File: src/rtl/zorro2_pkg.sv
// rtl/zorro2_pkg.sv - shared AutoConfig offsets, state encoding and er_Type constants
package zorro2_pkg;

  // AutoConfig register offsets expressed as A[6:1]
  localparam logic [5:0] OFF_TYPE   = 6'h00;
  localparam logic [5:0] OFF_BASE   = 6'h24;
  localparam logic [5:0] OFF_SHUTUP = 6'h26;

  // A[23:16] value of the Zorro II AutoConfig window
  localparam logic [7:0] CFG_SPACE  = 8'hE8;

  // er_Type: Zorro II, memory-pool link; size field 000=8MB, 111=4MB
  localparam logic [7:0] ER_TYPE_8M = 8'hE0;
  localparam logic [7:0] ER_TYPE_4M = 8'hE7;

  // er_Flags: board may be shut up
  localparam logic [7:0] ER_FLAGS   = 8'h80;

  typedef enum logic [1:0] {
    ST_UNCONF = 2'd0,
    ST_CONFIG = 2'd1,
    ST_SHUTUP = 2'd2
  } ac_state_e;

  // Each AutoConfig byte occupies two nibble slots: high nibble first
  function automatic logic [3:0] nib_sel(input logic [7:0] b, input logic lo);
    return lo ? b[3:0] : b[7:4];
  endfunction

endpackage

File: src/rtl/autoconfig_rom.sv
// rtl/autoconfig_rom.sv - combinational AutoConfig ROM, nibble per A[6:1] slot
module autoconfig_rom
  import zorro2_pkg::*;
#(
  parameter logic [15:0] MANUF_ID   = 16'h07DB,
  parameter logic [7:0]  PRODUCT_ID = 8'h01,
  parameter logic [31:0] SERIAL     = 32'h0000_0001
) (
  input  logic [5:0] off_i,
  input  logic       size_8m_i,
  output logic [3:0] nibble_o
);

  logic [7:0] raw_byte;
  logic [7:0] bus_byte;
  logic       invert;
  logic       defined;

  // Select the logical byte for this slot pair; everything but er_Type and the
  // control register is presented inverted on the bus
  always_comb begin
    raw_byte = 8'h00;
    invert   = 1'b1;
    defined  = 1'b1;
    case (off_i[5:1])
      OFF_TYPE[5:1]: begin
        raw_byte = size_8m_i ? ER_TYPE_8M : ER_TYPE_4M;
        invert   = 1'b0;
      end
      5'h01: raw_byte = PRODUCT_ID;
      5'h02: raw_byte = ER_FLAGS;
      5'h04: raw_byte = MANUF_ID[15:8];
      5'h05: raw_byte = MANUF_ID[7:0];
      5'h06: raw_byte = SERIAL[31:24];
      5'h07: raw_byte = SERIAL[23:16];
      5'h08: raw_byte = SERIAL[15:8];
      5'h09: raw_byte = SERIAL[7:0];
      5'h0A: raw_byte = 8'h00;
      5'h0B: raw_byte = 8'h00;
      5'h10: begin
        raw_byte = 8'h00;
        invert   = 1'b0;
      end
      default: defined = 1'b0;
    endcase
    bus_byte = invert ? ~raw_byte : raw_byte;
    nibble_o = defined ? nib_sel(bus_byte, off_i[0]) : 4'hF;
  end

endmodule

File: src/rtl/zorro2_autoconfig.sv
// rtl/zorro2_autoconfig.sv - Zorro II AutoConfig responder for the fast-RAM board
module zorro2_autoconfig
  import zorro2_pkg::*;
#(
  parameter logic [15:0] MANUF_ID   = 16'h07DB,
  parameter logic [7:0]  PRODUCT_ID = 8'h01,
  parameter logic [31:0] SERIAL     = 32'h0000_0001
) (
  input  logic        CLK,
  input  logic        RESET,
  input  logic [23:1] A,
  input  logic        AS_n,
  input  logic        RW_n,
  input  logic        UDS_n,
  input  logic [3:0]  D_IN,
  output logic [3:0]  D_OUT,
  output logic        D_OE,
  input  logic        CFGIN_n,
  output logic        CFGOUT_n,
  input  logic        JP2,
  output logic [2:0]  BASE_RAM,
  output logic        RAM_CONFIGURED_n,
  output logic        CFG_ACCESS
);

  ac_state_e  state_q, state_d;
  logic       armed_q, armed_d;
  logic       wait_idle_q, wait_idle_d;
  logic       size_8m_q;
  logic [3:0] d_out_q, d_out_d;
  logic       d_oe_q, d_oe_d;
  logic       cfgout_n_q, cfgout_n_d;
  logic [2:0] base_q, base_d;
  logic       ram_cfg_n_q, ram_cfg_n_d;
  logic       cfg_access_q;

  logic       in_space;
  logic       rd_hit;
  logic       commit;
  logic [3:0] rom_nibble;

  // Address bits outside the window decode and D[12] carry no meaning here
  logic unused_bits;
  assign unused_bits = ^{A[15:7], D_IN[0]};

  assign in_space = (A[23:16] == CFG_SPACE) && !AS_n && !CFGIN_n && (state_q == ST_UNCONF);
  // wait_idle_q blocks a bus cycle that straddled RESET from being answered
  assign rd_hit   = in_space && RW_n && !wait_idle_q;
  assign commit   = in_space && !RW_n && !UDS_n && armed_q && !wait_idle_q;

  autoconfig_rom #(
    .MANUF_ID   (MANUF_ID),
    .PRODUCT_ID (PRODUCT_ID),
    .SERIAL     (SERIAL)
  ) u_rom (
    .off_i     (A[6:1]),
    .size_8m_i (size_8m_q),
    .nibble_o  (rom_nibble)
  );

  // Next state: bus cycle bookkeeping, read data launch and base-address commit
  always_comb begin
    state_d     = state_q;
    armed_d     = armed_q;
    wait_idle_d = wait_idle_q;
    d_out_d     = d_out_q;
    d_oe_d      = d_oe_q;
    cfgout_n_d  = cfgout_n_q;
    base_d      = base_q;
    ram_cfg_n_d = ram_cfg_n_q;

    if (AS_n) begin
      d_oe_d      = 1'b0;
      armed_d     = 1'b1;
      wait_idle_d = 1'b0;
    end

    if (rd_hit) begin
      d_oe_d  = 1'b1;
      d_out_d = rom_nibble;
    end

    if (commit) begin
      armed_d = 1'b0;
      case (A[6:1])
        OFF_BASE: begin
          state_d     = ST_CONFIG;
          base_d      = D_IN[3:1];
          ram_cfg_n_d = 1'b0;
          cfgout_n_d  = 1'b0;
        end
        OFF_SHUTUP: begin
          state_d    = ST_SHUTUP;
          cfgout_n_d = 1'b0;
        end
        default: ;
      endcase
    end

    // Configured or shut-up boards no longer drive the data bus
    if (state_q != ST_UNCONF) begin
      d_oe_d = 1'b0;
    end
  end

  // State and output registers; JP2 is only sampled while RESET is asserted
  always_ff @(posedge CLK) begin
    if (RESET) begin
      state_q      <= ST_UNCONF;
      armed_q      <= 1'b1;
      wait_idle_q  <= !AS_n;
      size_8m_q    <= JP2;
      d_out_q      <= 4'h0;
      d_oe_q       <= 1'b0;
      cfgout_n_q   <= 1'b1;
      base_q       <= 3'b000;
      ram_cfg_n_q  <= 1'b1;
      cfg_access_q <= 1'b0;
    end else begin
      state_q      <= state_d;
      armed_q      <= armed_d;
      wait_idle_q  <= wait_idle_d;
      d_out_q      <= d_out_d;
      d_oe_q       <= d_oe_d;
      cfgout_n_q   <= cfgout_n_d;
      base_q       <= base_d;
      ram_cfg_n_q  <= ram_cfg_n_d;
      cfg_access_q <= in_space;
    end
  end

  assign D_OUT            = d_out_q;
  assign D_OE             = d_oe_q;
  assign CFGOUT_n         = cfgout_n_q;
  assign BASE_RAM         = base_q;
  assign RAM_CONFIGURED_n = ram_cfg_n_q;
  assign CFG_ACCESS       = cfg_access_q;

endmodule

File: config.mk
export PLATFORM = sky130hd
export DESIGN_NAME = zorro2_autoconfig
export DESIGN_NICKNAME = d
export VERILOG_FILES = /design/src/rtl/zorro2_pkg.sv /design/src/rtl/autoconfig_rom.sv /design/src/rtl/zorro2_autoconfig.sv
export SDC_FILE = /design/constraint.sdc
export NUM_CORES = 1
export LEC_CHECK = 0
export CORE_MARGIN = 2
export CORE_UTILIZATION = 41
export CTS_BUF_LIST = sky130_fd_sc_hd__clkbuf_8
export CTS_CLUSTER_SIZE = 20
export DETAILED_ROUTE_END_ITERATION = 6
export PLACE_DENSITY = 0.8
export SLEW_MARGIN = 20
export SYNTH_ARGS = -nofsm -noshare
export SYNTH_HDL_FRONTEND = slang
export SYNTH_SLANG_ARGS = --single-unit
export TNS_END_PERCENT = 30
File: constraint.sdc
create_clock -name CLK -period 2.87 [get_ports CLK]
set_clock_uncertainty 0.15 [all_clocks]
set_input_delay 0.574 -clock CLK [delete_from_list [all_inputs] [get_ports CLK]]
set_output_delay 0.574 -clock CLK [all_outputs]
set_load 0.05 [all_outputs]
==> results.yml <==
power:
  swShare_pct: 22.1
  switchingPower_mw: 0.112
  p_clk_share_pct: 39.5
  worst_ir_drop_vdd_uv: 346
  power.total_mw: 0.507
  combPwrFrac_pct: 15.0
  internal-power_mw: 0.395
  power_density_mw_per_mm2: 388
  p_leak_nw: 0.463
  pwr-share-seq_pct: 45.5
final_layout:
  fin_cells: 156
  nFillCells: 172
  drive_gt1_share_pct: 12.4
  regArea_um2: 340
  multi_input_area_um2: 499
  num_antenna_cells: 0
  finalNetCount: 164
  syn_to_final_growth_pct: 47.5
  design_area_mm2: 0.00131
logic_synthesis:
  yosys-top-cells-count: "dfxtp_1, nand2b_1, nor2_1"
  ys.flop_type: "dfxtp_1"
  ys_ff_latch: 16
  synthTopCellsByArea: "dfxtp_1, nand2b_1, edfxtp_1, nor4_4, mux2i_1"
  yosys_warnings: 0
  post-synth-top-count-cell: "dfxtp_1"
  synth-edff-count: 2
  synth_top_area_cell: "dfxtp_1"
  ys_seq_area_share_pct: 38.4
  syn_nets: 129
  async_flop_share_pct: 0
  syn_area_per_cell_um2: 9.32
  synth_top_area_share_pct: 31.6
  synth.distinct_cells: 38
  synth_area_um2: 886
  syn_inst: 95
clock_network:
  cts_hold_buf: 0
  cts.path.max_buffers: 2
  cts.reportedPaths.clkPinSlew_ns: 0.06
  postCtsSetupRepairBufs: 0
  clock-sinks: 16
  cts_tree: "built"
  clk_latency_ns: 0.25
  clk_root_buffer_cell: "clkbuf_8"
  htree_levels: 1
  cts_buffers: 3
  cts_resized: 0
sta:
  finalCritPeriodShare_pct: 89.6
  drv_slew: 0
  fmax_ghz: 0.389
  slew_headroom_pct: 57.7
  fin_crit_ns: 2.57
  finalHoldViolations: 0
  finalSetupViolations: 0
  worst_slew_pin_slew_ns: 0.633
  rsz0062_at_grt: "false"
  fin_setup_tns_ns: 0
  whs_ns: 0.307
placed_design:
  hpwl_um: 1630
  gp_congestion: 0.866
  numPortBuffers: 34
  dp.cells: 152
  postPlaceCellArea_mm2: 0.00125
global_route:
  grt_max_degree: 22
  grt_usage_pct: 17.4
  grt-ovfl-total: 0
  grt_pass1_vias: 854
  grt_pass1_wl_um: 3440
  antenna_found_initial: 0
critical_path:
  path_class: "in -> reg"
  path_cells: "clkdlybuf4s50_1 -> or4b_2 -> nor4_4 -> a21boi_0 -> a221oi_1"
  worst_ep_required_time_ns: 2.81
  cpMaxStageDelayCell: "or4b_2"
  crit_path_end_kind: "flop"
  arrival_ns: 2.52
  slowest_delay_ns: 0.75
  start_kind: "input pin"
  cp_max_fo: 6
die:
  die_x_um: 50.5
  ios: 45
  dieArea_mm2: 0.00255
  num_rows: 16
  fp.dieH_um: 50.5
  coreArea_mm2: 0.00200
  start_util_pct: 44.3
flow_run:
  drv_cap: 0
route:
  drtPass1Iterations: 4
  vias: 844
  drc: 0
  postRouteAntennaNets: 0
  first_iter_violations: 9
  drt-vias-per-instance: 5.41
  routedWlPerCell_um: 13.4
  routed_wl_um: 2080
run_status:
  status: "finished clean"
hold_path:
  hp-class: "reg -> reg"
-- registers in the layout (all words and copies together), names as in the netlist --
name              count
BASE_RAM              3
CFGOUT_n              1
armed_q               1
wait_idle_q           1
D_OUT                 4
CFG_ACCESS            1
D_OE                  1
RAM_CONFIGURED_n      1
size_8m_q             1
state_q               2
-- metal layers --
layer  part of all wire, %  GRT usage (%)  vias to the layer above  wire length (um)
li1                      -              -                      418                 -
met1                    40           20.7                      401               833
met2                    55           31.6                       19              1150
met4                   1.8           7.21                        0                37
met5                     0              0                        -                 0
met3                   2.8           1.79                        6                59
-- critical path: cells and delay by family --
family,cells,cell delay (ns)
buf+inv,1,0.50
simple gates,2,0.92
compound gates,2,0.52
-- worst paths after layout --
kind	from	endpoint	slack, ns	cells past startpoint
setup / recovery	AS_n	D_OUT[3]	0.30	5
hold / removal	CFGOUT_n	CFGOUT_n	0.31	1
setup reg to reg	wait_idle_q	D_OUT[3]	0.81	4
hold reg to reg	CFGOUT_n	CFGOUT_n	0.31	1
-- cells by family (layout without fill, tap and decap cells) --
| logic type | after synthesis | after routing | synth area share (%) |
|---|---|---|---|
| XOR/XNOR | 1 | 1 | 0.989 |
| AO/OA/AOI/OAI | 22 | 22 | 18.2 |
| buffers and inverters | 12 | 46 | 5.23 |
| AND/OR/NAND/NOR | 41 | 41 | 33.8 |
| multiplexers | 3 | 3 | 3.39 |
| flip-flops | 16 | 16 | 38.4 |
-- power groups by stage --
| stage | sequential (mW) | clock, mW | combinational [mW] |
|---|---|---|---|
| after detailed placement | 0.236 | 0 | 0.0756 |
| after floorplan | 0.235 | 0 | 0.0336 |
| after global routing | 0.231 | 0.219 | 0.0817 |
| after global placement | 0.235 | 0 | 0.0723 |
| after CTS | 0.231 | 0.205 | 0.0759 |
| final | 0.231 | 0.200 | 0.0761 |
-- cell type report --
| type | instances | area share (%) |
|---|---|---|
| sequential | 16 | 26.1 |
| multi-input combinational | 67 | 38.2 |
| clock buffer | 4 | 4.21 |
| timing repair buffer | 36 | 27.2 |
| inverter | 6 | 1.72 |
| tap | 27 | 2.59 |
-- metrics by stage --
stage / setup WS [ns] / utilization, %
global placement: 0.0594 / 62.5
finish: 0.298 / 65.3
CTS: 0.300 / 65.3
global route: 0.208 / 65.3
detailed placement: 0.0474 / 62.5
floorplan: 0.619 / -
-- layout by cell type, fill, tap and decap left out, types with 2 or more instances in the layout --
cell and count:
a211oi_1 2, a21oi_1 3, a31oi_1 3, buf_4 2, clkbuf_8 4, clkdlybuf4s50_1 34
dfxtp_1 14, edfxtp_1 2, inv_1 6, mux2i_1 3, nand2_1 3, nand2b_1 10
nor2_1 7, nor2b_1 2, nor4_1 2, nor4_4 2, nor4b_1 2, o21ai_0 3
o21bai_1 3, or2_2 2, or4_4 2
Note: power is estimated with default switching activity, not from simulation.
